===== config.mk =====
export PLATFORM = sky130hd
export DESIGN_NAME = regfile_dump
export DESIGN_NICKNAME = d
export VERILOG_FILES = /design/src/rtl/regfile_dump_pkg.sv /design/src/rtl/regfile_dump.sv
export SDC_FILE = /design/constraint.sdc
export NUM_CORES = 1
export LEC_CHECK = 0
export ABC_AREA = 0
export BUFFER_PORTS_ARGS = -buffer_cell sky130_fd_sc_hd__clkbuf_2
export CAP_MARGIN = 20
export CELL_PAD_IN_SITES_DETAIL_PLACEMENT = 1
export CELL_PAD_IN_SITES_GLOBAL_PLACEMENT = 2
export CORE_MARGIN = 3
export CORE_UTILIZATION = 32
export DETAILED_ROUTE_END_ITERATION = 12
export GPL_ROUTABILITY_DRIVEN = 0
export PLACE_DENSITY_LB_ADDON = 0.1
export SLEW_MARGIN = 20
export SYNTH_ARGS = -nofsm -noshare
export SYNTH_HDL_FRONTEND = slang
export SYNTH_SLANG_ARGS = --single-unit

===== constraint.sdc =====
create_clock -name clock -period 4.4 [get_ports clock]
set_input_delay 0.88 -clock clock [delete_from_list [all_inputs] [get_ports clock]]
set_output_delay 0.88 -clock clock [all_outputs]
set_load 0.01 [all_outputs]

===== src/rtl/regfile_dump_pkg.sv =====
// Shared types for the register-file dump engine.
package regfile_dump_pkg;

  typedef enum logic [1:0] {
    IDLE = 2'd0,
    LOAD = 2'd1,
    SEND = 2'd2,
    DONE = 2'd3
  } dump_state_t;

endpackage


===== src/rtl/regfile_dump.sv =====
// Register-file dump engine: walks every location through one combinational read port
// and streams (address, data) pairs out over a valid/ready handshake.
module regfile_dump
  import regfile_dump_pkg::*;
#(
  parameter int Nloc      = 32,
  parameter int Dbits     = 32,
  parameter int SKIP_ZERO = 1
) (
  input  logic                    clock,
  input  logic                    reset,
  input  logic                    start,
  input  logic                    abort,
  output logic                    busy,
  output logic                    done,
  output logic [$clog2(Nloc)-1:0] rd_addr,
  input  logic [Dbits-1:0]        rd_data,
  output logic                    out_valid,
  input  logic                    out_ready,
  output logic [$clog2(Nloc)-1:0] out_addr,
  output logic [Dbits-1:0]        out_data
);

  localparam int AW = $clog2(Nloc);
  localparam logic [AW-1:0] FIRST = AW'((SKIP_ZERO != 0) ? 1 : 0);
  localparam logic [AW-1:0] LAST  = AW'(Nloc - 1);

  dump_state_t      state_q, state_d;
  logic [AW-1:0]    idx_q, idx_d;
  logic             valid_d;
  logic [AW-1:0]    addr_d;
  logic [Dbits-1:0] data_d;

  always_ff @(posedge clock or posedge reset) begin
    if (reset) begin
      state_q   <= IDLE;
      idx_q     <= '0;
      out_valid <= 1'b0;
      out_addr  <= '0;
      out_data  <= '0;
    end else begin
      state_q   <= state_d;
      idx_q     <= idx_d;
      out_valid <= valid_d;
      out_addr  <= addr_d;
      out_data  <= data_d;
    end
  end

  always_comb begin
    state_d = state_q;
    idx_d   = idx_q;
    valid_d = out_valid;
    addr_d  = out_addr;
    data_d  = out_data;
    // Abort pre-empts every active state; in IDLE it also masks a coincident start.
    if (state_q != IDLE && abort) begin
      state_d = IDLE;
      idx_d   = '0;
      valid_d = 1'b0;
    end else begin
      case (state_q)
        IDLE: begin
          if (start && !abort) begin
            idx_d   = FIRST;
            state_d = LOAD;
          end
        end
        LOAD: begin
          data_d  = rd_data;
          addr_d  = idx_q;
          valid_d = 1'b1;
          state_d = SEND;
        end
        SEND: begin
          if (out_ready) begin
            valid_d = 1'b0;
            if (idx_q == LAST) begin
              state_d = DONE;
            end else begin
              idx_d   = idx_q + 1'b1;
              state_d = LOAD;
            end
          end
        end
        DONE: begin
          state_d = IDLE;
        end
        default: begin
          state_d = IDLE;
        end
      endcase
    end
  end

  // Status is decoded from the registered state so reset drops it without a clock edge.
  assign busy    = (state_q != IDLE);
  assign done    = (state_q == DONE);
  assign rd_addr = idx_q;

endmodule

==> results of run 1 <==
==> placed cells by master, fill, tap and decap left out, types with 2 or more instances in the layout <==
master / netlist / routed
nand2b_4: 2 / 2
mux2_2: 36 / 36
inv_1: 5 / 4
nand3_1: 2 / 2
clkbuf_8: 0 / 6
a21oi_1: 3 / 3
dfrtp_1: 45 / 45
nand2_1: 4 / 4
ha_1: 2 / 2
o21ai_0: 6 / 6
and3_1: 2 / 2
o21ai_1: 3 / 3
nor2_1: 3 / 3
clkbuf_2: 1 / 81
==> synthesized netlist by cell type, drive strengths merged <==
cell | instances | share of area
nand2 | 4 | 0.0080
o211ai | 1 | 0.0040
a21oi | 3 | 0.0080
mux2i | 1 | 0.0054
ha | 2 | 0.013
a22o | 1 | 0.0047
a32o | 1 | 0.0060
dfrtp | 45 | 0.60
o21ai | 9 | 0.024
or2 | 1 | 0.0047
and3 | 2 | 0.0067
nand3 | 2 | 0.0054
and2 | 1 | 0.0040
nor2 | 4 | 0.017
buf | 4 | 0.018
inv | 5 | 0.010
mux2 | 37 | 0.22
clkbuf | 1 | 0.0027
nor3b | 1 | 0.0040
nand2b | 3 | 0.018
nor2b | 1 | 0.0033
o41ai | 1 | 0.0047
nor3 | 1 | 0.0027
==> through the flow <==
stage                     area, um2  hold slack [ns]   util
after floorplan                1870            0.529      -
after global placement         2330            0.490  0.417
after detailed placement       2330            0.487  0.417
after CTS                      2440            0.508  0.438
after global routing           2440            0.529  0.438
final                          2440            0.503  0.438
==> cells by family after synthesis <==
family,after synthesis,synth area share
simple gates,20,0.0736
compound gates,16,0.0515
fa+ha+maj,2,0.0134
mux,38,0.228
flops,45,0.602
buf+inv,10,0.0308
==> worst paths after layout <==
| kind | from | to | slack [ns] |
|---|---|---|---|
| min in group asynchronous | reset | out_data[1]$_DFFE_PP0P_ | 0.79 |
| min reg2reg | out_addr[0]$_DFFE_PP0P_ | out_addr[0]$_DFFE_PP0P_ | 0.50 |
| max | rd_addr[0]$_DFFE_PP0P_ | rd_addr[3]$_DFFE_PP0P_ | 2.31 |
| min | out_addr[0]$_DFFE_PP0P_ | out_addr[0]$_DFFE_PP0P_ | 0.50 |
| max in group asynchronous | reset | out_addr[4]$_DFFE_PP0P_ | 3.03 |
| max reg2reg | rd_addr[0]$_DFFE_PP0P_ | rd_addr[3]$_DFFE_PP0P_ | 2.31 |
==> per-layer routing <==
layer  share of wire  vias to the layer above  global-route usage
met5               0                        -                   0
met4          0.0069                        0              0.0349
met3           0.061                        5              0.0390
met2            0.53                       44               0.220
met1            0.40                      667               0.160
li1                -                      621                   -
==> report_power, final <==
part / total (uW) / internal (uW) / switching (uW)
Sequential: 558 / 506 / 52.0
Combinational: 288 / 149 / 139
Clock: 320 / 185 / 134
Total: 1170 / 840 / 325
==> area by class of cell <==
cell class                 instances  area (um2)
sequential                        45        1130
fill                             634        3130
timing repair buffer              81         405
clock inverter                     1        30.0
multi-input combinational         76         686
inverter                           5        18.8
clock buffer                       7        86.3
tap                               72        90.1
==> state kept, by name (all words and copies together), names as in the netlist <==
register / count
state_q: 2
rd_addr: 5
out_addr: 5
out_data: 32
out_valid: 1
==> worst max-delay path, stage by stage, from the launching register on <==
cell,delay [ns]
dfrtp_1,0.44
ha_1,0.25
and3_1,0.15
ha_1,0.17
nand2b_1,0.17
a32o_2,0.31
or2_4,0.26
a22o_1,0.23
==> reports/qor.csv, run 1 <==
stage,metric,value,unit
timing,min Tclk post-route,2.09,ns
cts,post-cts resize count,0,
cts,TritonCTS clock tree,yes,
floorplan,num rows,27,
floorplan,Die Footprint,6790,um2
global_route,largest net degree at the start of global routing,46,
timing,setup TNS,0,ns
cts,"CTS clk-pin slew, worst paths",0.08,ns
timing,final-report hold violation count,0,
cts,clk_lat worst skew,0.29,ns
critical_path,cell count of the worst reg-to-reg path,7,
critical_path,crit path kind,reg2reg,
drt,Routed Antenna Nets,0,
placement,I/O Buffers,81,
drt,Total Routed Length,4320,um
critical_path,WP data required,4.58,ns
cts,# hold bufs at CTS,0,
placement,placed cell count,279,
pwr,Cell Pwr Density,477,nW/um2
final_layout,P&R area growth vs syn,30.7,%
critical_path,CP Capture Type,flip-flop,
global_route,grt ovf,0,
timing,worst rel slew slack,0.364,
floorplan,Initial Utilization,0.335,
global_route,first-pass GRT wire length,6640,um
timing,clk_skew,0.00305,ns
timing,RSZ-0062 raised after global routing,false,
placement,DPL Wire Length,3240,um
final_layout,Final #Nets,253,
critical_path,CP arrival,2.28,ns
drt,drt pass-1 iters,2,
cts,clk buf depth,2,
final_layout,share of layout cells above drive strength 1,0.609,
logic_synthesis,synthesized net count,170,
flow_run,Max Cap Viol,0,
logic_synthesis,cells after synthesis,131,
floorplan,Boundary Pins,82,
final_layout,# diodes,0,
drt,vias,1337,
critical_path,Worst setup SP type,flip-flop,
cts,CTS H-tree lvls,2,
logic_synthesis,Syn Area/Cell,14.3,um2
timing,Slew Limit Fails,0,
cts,Clock Sinks,45,
pwr,Pleak,0.00124,uW
timing,final setup violating endpoints,0,
drt,WL/cell,15.1,um
timing,Worst Slack Setup Final,2.31,ns
timing,fmax,478,MHz
floorplan,die height,82.4,um
hold_path,hold crit path type,reg2reg,
drt,Residual DRC,0,
final_layout,Final Non-Filler Cells,287,
cts,CTS root buf,clkbuf_8,
hold_path,worst hold stages,1,
floorplan,DIE WIDTH,82.4,um
timing,Least-Margin Pin Slew,0.952,ns
timing,period utilisation layout,0.476,
logic_synthesis,"Seq/Total Area, Yosys",0.602,
global_route,number of global-route vias before repair,1329,
global_route,initial antenna violation count,0,
logic_synthesis,mapped cell area,1870,um2
run_status,status,"complete, no violations",
placement,Place WS,2.22,ns
logic_synthesis,synth warn,0,
logic_synthesis,"Distinct cells, synth",28,
drt,Iteration-0 DRC Markers,40,
cts,total CTS buffers,5,
pwr,Max IR drop VDD,0.190,mV
floorplan,core area,5570,um2
logic_synthesis,"flops & latches, synth",45,
drt,vias per cell,4.66,
critical_path,largest fanout on the critical path,6,
pwr,Pwr Total,1170,uW
global_route,overall global routing resource usage,0.130,
cts,Post-CTS Setup Bufs,0,
No activity file was read; power rests on OpenSTA's default activity.
==> inputs of run 2 (changes only) <==
--- a/config.mk
+++ b/config.mk
@@ -5,13 +5,13 @@
 export SDC_FILE = /design/constraint.sdc
 export NUM_CORES = 1
 export LEC_CHECK = 0
-export ABC_AREA = 0
+export ABC_AREA = 1
 export BUFFER_PORTS_ARGS = -buffer_cell sky130_fd_sc_hd__clkbuf_2
 export CAP_MARGIN = 20
 export CELL_PAD_IN_SITES_DETAIL_PLACEMENT = 1
 export CELL_PAD_IN_SITES_GLOBAL_PLACEMENT = 2
 export CORE_MARGIN = 3
-export CORE_UTILIZATION = 32
+export CORE_UTILIZATION = 23
 export DETAILED_ROUTE_END_ITERATION = 12
 export GPL_ROUTABILITY_DRIVEN = 0
 export PLACE_DENSITY_LB_ADDON = 0.1
==> constraint.sdc (replaced) <==
create_clock -name clock -period 1.69 [get_ports clock]
set_input_delay 0.338 -clock clock [delete_from_list [all_inputs] [get_ports clock]]
set_output_delay 0.338 -clock clock [all_outputs]
set_load 0.01 [all_outputs]
==> run 2 against run 1 <==
Via count up 30%. Critical path depth shrank 4. Final cell count grew 47%. Register-to-register slack lost 2.2 ns. Flip-flop and latch count is the same. Synthesized area increased by 3.5%. First-iteration DRC count grew 73%. Largest cell class unchanged. Highest routed layer unchanged.
==> reports/qor.csv, run 2 <==
stage,metric,value,unit
run_status,status,"complete, no violations",
timing,Slew Limit Fails,0,
timing,fmax,644,MHz
final_layout,# diodes,0,
drt,Iteration-0 DRC Markers,69,
drt,Total Routed Length,5420,um
final_layout,Top reg by flops,out_data,
critical_path,CP arrival,1.21,ns
floorplan,Die Footprint,9550,um2
logic_synthesis,synthesized net count,273,
floorplan,Initial Utilization,0.244,
logic_synthesis,"Seq/Total Area, Yosys",0.582,
global_route,grt ovf,0,
logic_synthesis,Synth Area in Simple Gates,0.325,
final_layout,"most common cell after layout, fill and taps aside",nand2_1,
timing,clk_skew,0.00652,ns
final_layout,Multi-input gate area,707,um2
logic_synthesis,Post-synth top flop,dfrtp_1,
logic_synthesis,Syn Area/Cell,8.27,um2
logic_synthesis,mux contribution to synthesized area,0,
final_layout,most frequent cells in the layout,"nand2_1, clkbuf_2, dfrtp_1, nor2_1",
logic_synthesis,top post-synthesis cells by area,"dfrtp_1, nand2_1, nor2_1, nand3_1, buf_4",
drt,vias per cell,4.11,
cts,clk_lat worst skew,0.29,ns
final_layout,Fill cells,1030,
cts,clk buf depth,2,
critical_path,largest fanout on the critical path,8,
floorplan,DIE WIDTH,97.7,um
final_layout,Final #Nets,358,
floorplan,core area,7930,um2
logic_synthesis,"top cells by count, synth","nand2_1, dfrtp_1, nor2_1",
critical_path,Crit path largest cell delay,0.54,ns
cts,Clock Sinks,45,
final_layout,register area,1130,um2
logic_synthesis,mapped cell area,1930,um2
hold_path,hold crit path type,in2async,
timing,final setup violating endpoints,0,
drt,Residual DRC,0,
critical_path,WP data required,1.35,ns
logic_synthesis,cells after synthesis,234,
floorplan,die height,97.7,um
pwr,Max IR drop VDD,0.476,mV
timing,RSZ-0062 raised after global routing,false,
drt,WL/cell,12.9,um
logic_synthesis,Post-Synth XOR/XNOR Area,0.00453,
timing,min Tclk post-route,1.55,ns
critical_path,CP Capture Type,output pin,
floorplan,Boundary Pins,82,
pwr,Cell Pwr Density,1590,nW/um2
global_route,largest net degree at the start of global routing,46,
logic_synthesis,"flops & latches, synth",45,
cts,# hold bufs at CTS,0,
placement,Place WS,0.0715,ns
placement,I/O Buffers,81,
placement,DPL Wire Length,3830,um
critical_path,reg2reg setup slack,0.15,ns
critical_path,slowest CP cell,dfrtp_1,
drt,Routed Antenna Nets,0,
cts,TritonCTS clock tree,yes,
global_route,first-pass GRT wire length,8980,um
logic_synthesis,synth warn,0,
pwr,Pleak,0.00150,uW
global_route,number of global-route vias before repair,1769,
cts,CTS root buf,clkbuf_8,
final_layout,share of layout cells above drive strength 1,0.319,
timing,Least-Margin Pin Slew,0.726,ns
timing,Worst Slack Setup Final,0.137,ns
critical_path,crit path kind,reg2out,
final_layout,P&R area growth vs syn,32.6,%
global_route,initial antenna violation count,0,
cts,CTS H-tree lvls,2,
logic_synthesis,Synth area leader,dfrtp_1,
final_layout,max reg flops,32,
flow_run,Max Cap Viol,0,
timing,final-report hold violation count,0,
logic_synthesis,Compound-Gate Fraction of Synth Area,0.0194,
logic_synthesis,top cell type's share of synthesized area,0.582,
global_route,overall global routing resource usage,0.117,
timing,worst rel slew slack,0.516,
drt,vias,1735,
logic_synthesis,post-synthesis adder-cell area fraction,0.0129,
drt,drt pass-1 iters,5,
critical_path,CP Cell Sequence,inv_1 -> nand2_1 -> clkbuf_2,
logic_synthesis,main combinational cell family by area after synthesis,simple AND/OR/NAND/NOR gates,
timing,period utilisation layout,0.919,
logic_synthesis,"count leader, synth",nand2_1,
cts,total CTS buffers,5,
cts,"CTS clk-pin slew, worst paths",0.09,ns
floorplan,num rows,32,
logic_synthesis,"FFs w/ async S/R, synth",1.00,
critical_path,Worst setup SP type,flip-flop,
logic_synthesis,"EDFF count, synth",0,
logic_synthesis,"Distinct cells, synth",19,
timing,setup TNS,0,ns
-- run 2: area by class of cell --
type,instances,area share
sequential,45,0.439
multi-input combinational,168,0.276
timing repair buffer,87,0.180
tap,102,0.0498
clock buffer,6,0.0322
inverter,12,0.0176
clock inverter,2,0.00537
-- run 2: power breakdown --
group | switching [uW] | internal, uW | total [uW]
logic | 1000 | 630 | 1630
registers | 238 | 1500 | 1730
clock network | 369 | 332 | 701
total | 1610 | 2460 | 4070
-- run 2: final timing paths --
check	cells past startpoint	to	start
max in group asynchronous	3	out_addr[4]$_DFFE_PP0P_	reset
max reg2reg	9	rd_addr[3]$_DFFE_PP0P_	rd_addr[0]$_DFFE_PP0P_
max	3	busy	state_q[1]$_DFFE_PP0P_
min in group clock	3	out_data[30]$_DFFE_PP0P_	rd_data[30]
min	3	out_data[3]$_DFFE_PP0P_	reset
min reg2reg	2	out_addr[1]$_DFFE_PP0P_	out_addr[1]$_DFFE_PP0P_
-- run 2: repair_timing --
action | CTS | global route
setup buffers | 0 | 0
gates resized for setup | 0 | 2
endpoints found under the hold margin | 0 | 0
endpoints found under the setup margin | 0 | 5
-- run 2: metal layers --
| metal | part of all wire | global-route usage |
|---|---|---|
| met4 | 0.0057 | 0.0351 |
| met5 | 0 | 0 |
| met3 | 0.053 | 0.0323 |
| met2 | 0.47 | 0.182 |
| met1 | 0.47 | 0.159 |
-- run 2: kinds of logic (layout without fill, tap and decap cells) --
kind of cell | Yosys count | after routing
flip-flops | 45 | 45
AND/OR/NAND/NOR | 158 | 158
XOR/XNOR | 1 | 1
buffers and inverters | 21 | 107
adder cells (fa/ha/maj) | 2 | 2
AO/OA/AOI/OAI | 7 | 7
-- run 2: critical path, delay by kind of cell (launching register included) --
kind	cells	cell delay, ns
flops	1	0.54
simple gates	1	0.12
buf+inv	2	0.26
-- run 2: stage by stage --
step / area [um2] / instances / utilization / total power (uW) / hold slack (ns)
6_report: 2560 / 422 / 0.324 / 4070 / 0.0571
5_1_grt: 2560 / 422 / 0.324 / 4470 / 0.0616
4_1_cts: 2560 / 422 / 0.323 / 4170 / 0.0559
3_5_place_dp: 2460 / 414 / 0.310 / 3440 / 0.391
3_3_place_gp: 2460 / 414 / 0.310 / 3420 / 0.388
2_1_floorplan: 1930 / 234 / - / 2710 / 0.455
